===== src/rtl/shift_seq_pkg.sv =====
// Shared types and constants for the shift_sequencer load/unload sequencer.
package shift_seq_pkg;

  typedef enum logic [1:0] {
    StIdle,
    StShift,
    StDrain,
    StDone
  } state_e;

  localparam logic DIR_LEFT  = 1'b0;
  localparam logic DIR_RIGHT = 1'b1;

endpackage


===== src/rtl/shift_sequencer_if.sv =====
// Load/capture handshakes plus the serial link to the downstream shift register.
// SHIFT_SEQ_PARITY_EN adds the cap_parity signal.
interface shift_sequencer_if #(
  parameter int unsigned WIDTH = 64
);
  logic             load_valid;
  logic             load_ready;
  logic [WIDTH-1:0] load_data;
  logic             load_dir;
  logic             ser_out;
  logic             shift_left;
  logic             shift_right;
  logic             ser_in;
  logic             cap_valid;
  logic             cap_ready;
  logic [WIDTH-1:0] cap_data;
  logic             busy;
`ifdef SHIFT_SEQ_PARITY_EN
  logic             cap_parity;
`endif

  modport master (
    output load_valid,
    output load_data,
    output load_dir,
    output ser_in,
    output cap_ready,
    input  load_ready,
    input  ser_out,
    input  shift_left,
    input  shift_right,
    input  cap_valid,
    input  cap_data,
`ifdef SHIFT_SEQ_PARITY_EN
    input  cap_parity,
`endif
    input  busy
  );

  modport slave (
    input  load_valid,
    input  load_data,
    input  load_dir,
    input  ser_in,
    input  cap_ready,
    output load_ready,
    output ser_out,
    output shift_left,
    output shift_right,
    output cap_valid,
    output cap_data,
`ifdef SHIFT_SEQ_PARITY_EN
    output cap_parity,
`endif
    output busy
  );

endinterface


===== src/rtl/shift_seq_deser.sv =====
// Direction-aware capture register: rebuilds the downstream register's old contents
// from the bits it shifts out.
module shift_seq_deser
  import shift_seq_pkg::*;
#(
  parameter int unsigned WIDTH = 64
) (
  input  logic             clock,
  input  logic             reset,
  input  logic             i_enable,
  input  logic             i_dir,
  input  logic             i_ser_in,
  output logic [WIDTH-1:0] o_cap_data
);

  logic [WIDTH-1:0] r_cap;

  // Left shifts emit MSB first, so it enters at the bottom and works its way up;
  // right shifts emit LSB first, so it enters at the top and works its way down.
  always_ff @(posedge clock or negedge reset) begin
    if (!reset) begin
      r_cap <= '0;
    end else if (i_enable) begin
      if (i_dir == DIR_RIGHT) begin
        r_cap <= {i_ser_in, r_cap[WIDTH-1:1]};
      end else begin
        r_cap <= {r_cap[WIDTH-2:0], i_ser_in};
      end
    end
  end

  assign o_cap_data = r_cap;

endmodule


===== src/rtl/shift_sequencer.sv =====
// Streams a parallel word into a downstream serial shift register while capturing
// its previous contents. Define SHIFT_SEQ_PARITY_EN to add the cap_parity output.
module shift_sequencer
  import shift_seq_pkg::*;
#(
  parameter int unsigned WIDTH = 64
) (
  input logic              clock,
  input logic              reset,
  shift_sequencer_if.slave bus
);

  localparam int unsigned CNT_W = (WIDTH > 1) ? $clog2(WIDTH) : 1;
  localparam logic [CNT_W-1:0] CNT_MAX = CNT_W'(WIDTH - 1);

  state_e           r_state;
  state_e           w_state_next;
  logic [WIDTH-1:0] r_tx;
  logic [CNT_W-1:0] r_cnt;
  logic             r_dir;
  logic             r_live;

  logic             w_load_ready;
  logic             w_accept;
  logic             w_shift_left;
  logic             w_shift_right;
  logic             w_cap_en;
  logic             w_cap_valid;
  logic             w_busy;
  logic [WIDTH-1:0] w_cap_data;

  assign w_accept = bus.load_valid & w_load_ready;

  // State register
  always_ff @(posedge clock or negedge reset) begin
    if (!reset) begin
      r_state <= StIdle;
    end else begin
      r_state <= w_state_next;
    end
  end

  // Next-state logic
  always_comb begin
    w_state_next = r_state;
    unique case (r_state)
      StIdle:  if (w_accept) w_state_next = StShift;
      StShift: if (r_cnt == CNT_MAX) w_state_next = StDrain;
      StDrain: w_state_next = StDone;
      StDone:  if (bus.cap_ready) w_state_next = StIdle;
      default: w_state_next = StIdle;
    endcase
  end

  // Outputs, decoded from registered state only
  always_comb begin
    w_load_ready  = 1'b0;
    w_shift_left  = 1'b0;
    w_shift_right = 1'b0;
    w_cap_en      = 1'b0;
    w_cap_valid   = 1'b0;
    w_busy        = 1'b0;
    unique case (r_state)
      StIdle: begin
        // r_live keeps load_ready low while reset is held.
        w_load_ready = r_live;
      end
      StShift: begin
        w_busy        = 1'b1;
        w_shift_left  = (r_dir == DIR_LEFT);
        w_shift_right = (r_dir == DIR_RIGHT);
        // Downstream out is registered: nothing useful arrives in the first cycle.
        w_cap_en      = (r_cnt != '0);
      end
      StDrain: begin
        w_busy   = 1'b1;
        w_cap_en = 1'b1;
      end
      StDone: begin
        w_busy      = 1'b1;
        w_cap_valid = 1'b1;
      end
      default: ;
    endcase
  end

  // Tx buffer, bit counter and latched direction
  always_ff @(posedge clock or negedge reset) begin
    if (!reset) begin
      r_tx   <= '0;
      r_cnt  <= '0;
      r_dir  <= DIR_LEFT;
      r_live <= 1'b0;
    end else begin
      r_live <= 1'b1;
      if (r_state == StIdle) begin
        if (w_accept) begin
          r_tx  <= bus.load_data;
          r_dir <= bus.load_dir;
          r_cnt <= '0;
        end
      end else if (r_state == StShift) begin
        if (r_dir == DIR_RIGHT) begin
          r_tx <= {1'b0, r_tx[WIDTH-1:1]};
        end else begin
          r_tx <= {r_tx[WIDTH-2:0], 1'b0};
        end
        if (r_cnt != CNT_MAX) begin
          r_cnt <= r_cnt + 1'b1;
        end
      end
    end
  end

  shift_seq_deser #(
    .WIDTH (WIDTH)
  ) u_deser (
    .clock      (clock),
    .reset      (reset),
    .i_enable   (w_cap_en),
    .i_dir      (r_dir),
    .i_ser_in   (bus.ser_in),
    .o_cap_data (w_cap_data)
  );

`ifdef SHIFT_SEQ_PARITY_EN
  logic r_parity;
  logic w_drop_bit;
  logic w_parity_next;

  // Parity of the word the final capture will produce: swap the dropped bit for ser_in.
  assign w_drop_bit    = (r_dir == DIR_RIGHT) ? w_cap_data[0] : w_cap_data[WIDTH-1];
  assign w_parity_next = (^w_cap_data) ^ w_drop_bit ^ bus.ser_in;

  always_ff @(posedge clock or negedge reset) begin
    if (!reset) begin
      r_parity <= 1'b0;
    end else if (r_state == StDrain) begin
      r_parity <= w_parity_next;
    end
  end

  assign bus.cap_parity = r_parity;
`endif

  assign bus.load_ready  = w_load_ready;
  assign bus.shift_left  = w_shift_left;
  assign bus.shift_right = w_shift_right;
  assign bus.ser_out     = (r_dir == DIR_RIGHT) ? r_tx[0] : r_tx[WIDTH-1];
  assign bus.cap_valid   = w_cap_valid;
  assign bus.cap_data    = w_cap_data;
  assign bus.busy        = w_busy;

endmodule


===== src/flat_wrapper.sv =====
// flat-port wrapper written by rule: the top's interface ports become plain ports
module shift_sequencer_flat import shift_seq_pkg::*;
#(
  parameter int unsigned WIDTH = 64
)
  (clock, reset, bus_load_valid, bus_load_data, bus_load_dir, bus_ser_in, bus_cap_ready, bus_load_ready, bus_ser_out, bus_shift_left, bus_shift_right, bus_cap_valid, bus_cap_data, bus_busy);
  shift_sequencer_if #(.WIDTH(WIDTH)) bus_i ();
  input logic clock;
  input logic reset;
  input wire logic [$bits(bus_i.load_valid)-1:0] bus_load_valid;
  input wire logic [$bits(bus_i.load_data)-1:0] bus_load_data;
  input wire logic [$bits(bus_i.load_dir)-1:0] bus_load_dir;
  input wire logic [$bits(bus_i.ser_in)-1:0] bus_ser_in;
  input wire logic [$bits(bus_i.cap_ready)-1:0] bus_cap_ready;
  output wire logic [$bits(bus_i.load_ready)-1:0] bus_load_ready;
  output wire logic [$bits(bus_i.ser_out)-1:0] bus_ser_out;
  output wire logic [$bits(bus_i.shift_left)-1:0] bus_shift_left;
  output wire logic [$bits(bus_i.shift_right)-1:0] bus_shift_right;
  output wire logic [$bits(bus_i.cap_valid)-1:0] bus_cap_valid;
  output wire logic [$bits(bus_i.cap_data)-1:0] bus_cap_data;
  output wire logic [$bits(bus_i.busy)-1:0] bus_busy;
  assign bus_i.load_valid = bus_load_valid;
  assign bus_i.load_data = bus_load_data;
  assign bus_i.load_dir = bus_load_dir;
  assign bus_i.ser_in = bus_ser_in;
  assign bus_i.cap_ready = bus_cap_ready;
  assign bus_load_ready = bus_i.load_ready;
  assign bus_ser_out = bus_i.ser_out;
  assign bus_shift_left = bus_i.shift_left;
  assign bus_shift_right = bus_i.shift_right;
  assign bus_cap_valid = bus_i.cap_valid;
  assign bus_cap_data = bus_i.cap_data;
  assign bus_busy = bus_i.busy;
  shift_sequencer #(.WIDTH(WIDTH)) u_core (.clock(clock), .reset(reset), .bus(bus_i));
endmodule

===== config.mk =====
export PLATFORM = sky130hd
export DESIGN_NAME = shift_sequencer_flat
export DESIGN_NICKNAME = d
export VERILOG_FILES = /design/src/rtl/shift_seq_pkg.sv /design/src/rtl/shift_sequencer_if.sv /design/src/rtl/shift_seq_deser.sv /design/src/rtl/shift_sequencer.sv /design/src/flat_wrapper.sv
export SDC_FILE = /design/constraint.sdc
export NUM_CORES = 1
export LEC_CHECK = 0
export CAP_MARGIN = 5
export CORE_MARGIN = 5
export CORE_UTILIZATION = 48
export CTS_CLUSTER_DIAMETER = 50
export DETAILED_ROUTE_END_ITERATION = 8
export GPL_TIMING_DRIVEN = 0
export HOLD_SLACK_MARGIN = 0.03
export PLACE_DENSITY = 0.77
export SLEW_MARGIN = 20
export SYNTH_ARGS = -nofsm -noshare
export SYNTH_HDL_FRONTEND = slang
export SYNTH_SLANG_ARGS = --single-unit

===== constraint.sdc =====
create_clock -name clock -period 2.4 [get_ports clock]
set_clock_uncertainty 0.2 [all_clocks]
set_input_delay 0.72 -clock clock [delete_from_list [all_inputs] [get_ports clock]]
set_output_delay 0.72 -clock clock [all_outputs]
set_load 0.02 [all_outputs]

==> results.md <==
* Run status: finished, violations left
* Failing checks: negative setup slack
* Synth Flop Type: dfrtp_1
* Fin. Hold Viols at 0
* Routed len/inst at between 15 and 20 microns
* Pre-CTS setup slack at -0.682 ns
* Kind of critical path: reg2out
* TritonCTS Sinks at approximately 140
* DR pass1 iterations at 5
* Post-Syn Nets at between 700 and 800
* Area of the mapped netlist at 7540 sq um
* Mean area per synthesized cell at 12.1 sq um
* Top cell type's share of synthesized area at 45.8%
* Cell taking the most area after synthesis: dfrtp_1
* Number of global-route vias before repair at around 5.4k
* Worst Tran Pin Value at 0.571 ns
* Required @ worst endpoint at 1.48 ns
* Final Critical Period at about 2.5 ns
* Async SR Flop Fraction at between 90% and 100%
* Die Wd at ~140 microns
* Routability Congestion at 0.834
* Main combinational cell family by area after synthesis: multiplexers
* Dominant cells by area after synthesis: dfrtp_1, mux2_2, mux2i_1, o21ai_0, nand2_1
* Largest net degree at the start of global routing at 78
* Simple-gate share of the synthesized area at under 10%
* Final setup viols at 1
* Post-DP HPWL at ~12,000 microns
* Site Rows at between 40 and 50
* Worst IR Drop VDD at between 0.0004 and 0.0005 V
* Delay of the slowest critical-path stage at roughly 0.4 ns
* Register area share after synthesis at a little under half
* Grt ovf at 0
* Max Root-Sink Buffers at 2
* IO Pins at between 100 and 150
* WP data arrival at approximately 1.6 ns
* Net count, final at ~870
* Yosys reg bits at approximately 140
* Buf/Inv on CP at 4
* CP top delay family: buffers and inverters
* Root Driver: clkbuf_16
* Tcrit/Tclk final at 105%
* Sequential share of power at 45.1%
* Slew Viols, Final at 0
* Number of buffers created by CTS at 17
* XOR/XNOR Fraction of Synth Area at 0%
* Final Non-Filler Cells at a little over 1k
* Initial antenna violation count at 0
* Vias per Instance at 5.36
* Final worst setup slack at -0.109 ns
* Sw Pwr at roughly 0.0012 W
* Ant. Diodes at 0
* Port Buf Inserts at 139
* Detailed Route WL at around 17,000 microns
* Sw frac at around 22%
* Pleak at between 4 and 5 nW
* Clk slew on worst S/H paths at 0.06 ns
* Critical Path Sink Type: output pin
* Initial DRC count at ~210
* Die Ht at 135 microns
* Cells after DPL at 976
* Internal power at ~0.0042 W
* GRT Total Usage at a little under a fifth
* Core area at around 15,000 sq um
* Synth unique cells at 39
* Area Growth Syn to Fin at 33.1%
* Initial Util at around half
* Final ANT Viol Nets at 0
* Global-route wire length before repair at 27,800 microns
* Critical path fanouts, max at 5
* Worst-Skew Late Latency at between 0.4 and 0.5 ns
* Warnings, synthesis at 0
* Most numerous cell in the Yosys netlist: mux2_2
* Pwr/cell area at 533 nW/um^2
* Comb pwr share at 7.4%
* Fmax at between 300 and 400 MHz
* Clk pwr share at 47.5%
* Layout cells sized above 1 at about a third
* Hold Path Class: in2async
* Critical Path, Cell by Cell: inv_2 > ha_4 > buf_8 > clkbuf_16 > and2_4 > buf_6
* # DRC at 0
* Die ar. at between 15,000 and 20,000 sq um
* Mapped Cells at about 630
* Post-synth EDFFs at 0
* Post-route cell area at roughly 10,000 sq um
* Mux contribution to synthesized area at a little under two fifths
* DP Area at roughly 9200 sq um
* RSZ-0062 raised after global routing: yes
* Worst setup SP type: flop
* Adder-Cell Fraction of Synth Area at ~1.2%
* H-Tree Level Count at 4
* CTS tree: yes
* Slowest CP cell: dfrtp_1
* Compound-Gate Fraction of Synth Area at roughly 6.5%
* Via count at between 5k and 6k
* Synth cell count leaders: mux2_2, dfrtp_1, o21ai_0
* Max-slew headroom at between 60 and 70%
* Maxcap violations at 0
## layout by cell type (no fill, tap or decap), types with 3 or more instances in the layout
cell	instances
o21ai_0	66
a21boi_0	3
mux2_4	4
nand2_1	64
mux2i_1	63
dfrtp_1	137
ha_1	5
clkinv_2	4
nand3_1	6
clkbuf_8	4
nor2b_1	3
buf_4	14
mux2_1	4
dlymetal6s2s_1	25
o22a_1	3
clkbuf_1	19
buf_6	7
mux2_2	187
clkbuf_16	19
clkdlybuf4s50_1	106
inv_1	5
buf_2	14
## sequential cells by signal, indices dropped and copies added (netlist names)
| name | count |
|---|---|
| u_core.r_tx | 64 |
| u_core.r_state | 2 |
| u_core.r_dir | 1 |
| u_core.u_deser.o_cap_data | 64 |
| u_core.r_live | 1 |
| u_core.r_cnt | 6 |
## area by class of cell
class                      count  area, sq um
buffer                        42          282
timing repair buffer         153         1610
clock buffer                  22          474
inverter                       7         26.3
sequential                   138         3450
multi-input combinational    435         3840
fill                        1142         5270
tap                          211          264
clock inverter                 8         95.1
## kinds of logic (layout without fill, tap and decap cells)
logic type,after synthesis,in the layout
DFF,138,138
and+or+nand+nor,85,85
adders and majority gates,7,7
other,1,1
AOI/OAI and AO/OA,84,84
buffers and inverters,52,232
muxes,258,258
## per-stage QoR
step	util, %	total power [W]	TNS [ns]	hold slack (ns)
6_report	65.6	0.00535	-0.109	0.0488
5_1_grt	65.6	0.00555	-2.36	0.0783
4_1_cts	64.5	0.00541	-0.315	0.0561
3_5_place_dp	60.3	0.00286	-25.24	0.307
3_3_place_gp	60.1	0.00284	-720.98	0.301
2_1_floorplan	-	0.00258	0	0.224
## power by group through the flow
stage | clock [W] | combinational (W) | sequential (W)
after CTS | 0.00259 | 0.000405 | 0.00242
final | 0.00254 | 0.000395 | 0.00242
after detailed placement | 0 | 0.000403 | 0.00246
after global routing | 0.00270 | 0.000426 | 0.00242
after floorplan | 0 | 0.0000771 | 0.00250
after global placement | 0 | 0.000388 | 0.00246
## per-layer routing
layer / track usage (%) / vias to the layer above / wire length [microns]
li1: - / 2587 / -
met2: 29.3 / 158 / 8050
met3: 3.83 / 19 / 934
met5: 0 / - / 0
met4: 5.88 / 0 / 248
met1: 26.7 / 2682 / 8120
## final timing paths
kind                                               startpoint                                   endpoint  slack (ns)  cells past startpoint
min in group clock                 u_core.r_tx[6]$_DFFE_PN0P_                 u_core.r_tx[6]$_DFFE_PN0P_        0.32                      1
worst max-delay path            u_core.r_state[1]$_DFFE_PN0P_                             bus_load_ready       -0.11                      6
worst max register to register  u_core.r_state[1]$_DFFE_PN0P_                u_core.r_tx[25]$_DFFE_PN0P_        0.05                      7
worst min register to register     u_core.r_tx[6]$_DFFE_PN0P_                 u_core.r_tx[6]$_DFFE_PN0P_        0.32                      1
worst min-delay path                                    reset  u_core.u_deser.o_cap_data[31]$_DFFE_PN0P_        0.05                      1
max in group asynchronous                               reset                u_core.r_tx[47]$_DFFE_PN0P_        1.19                      2
## what timing repair did
item / 4_1_cts / 5_1_grt
gates resized for setup: 30 / 40
cloned: 1 / 1
hold buffers: 0 / 0
endpoints found under the setup margin: 122 / 89
setup buffers: 4 / 7
pin swaps: 0 / 1
## worst register-to-register path: stages (launching register included)
cell     delay, ns
dfrtp_1       0.40
inv_2         0.12
ha_4          0.16
buf_8         0.12
nand3_1       0.30
nand2_4       0.27
buf_2         0.29
mux2_2        0.37
(Power assumes the default switching activity.)
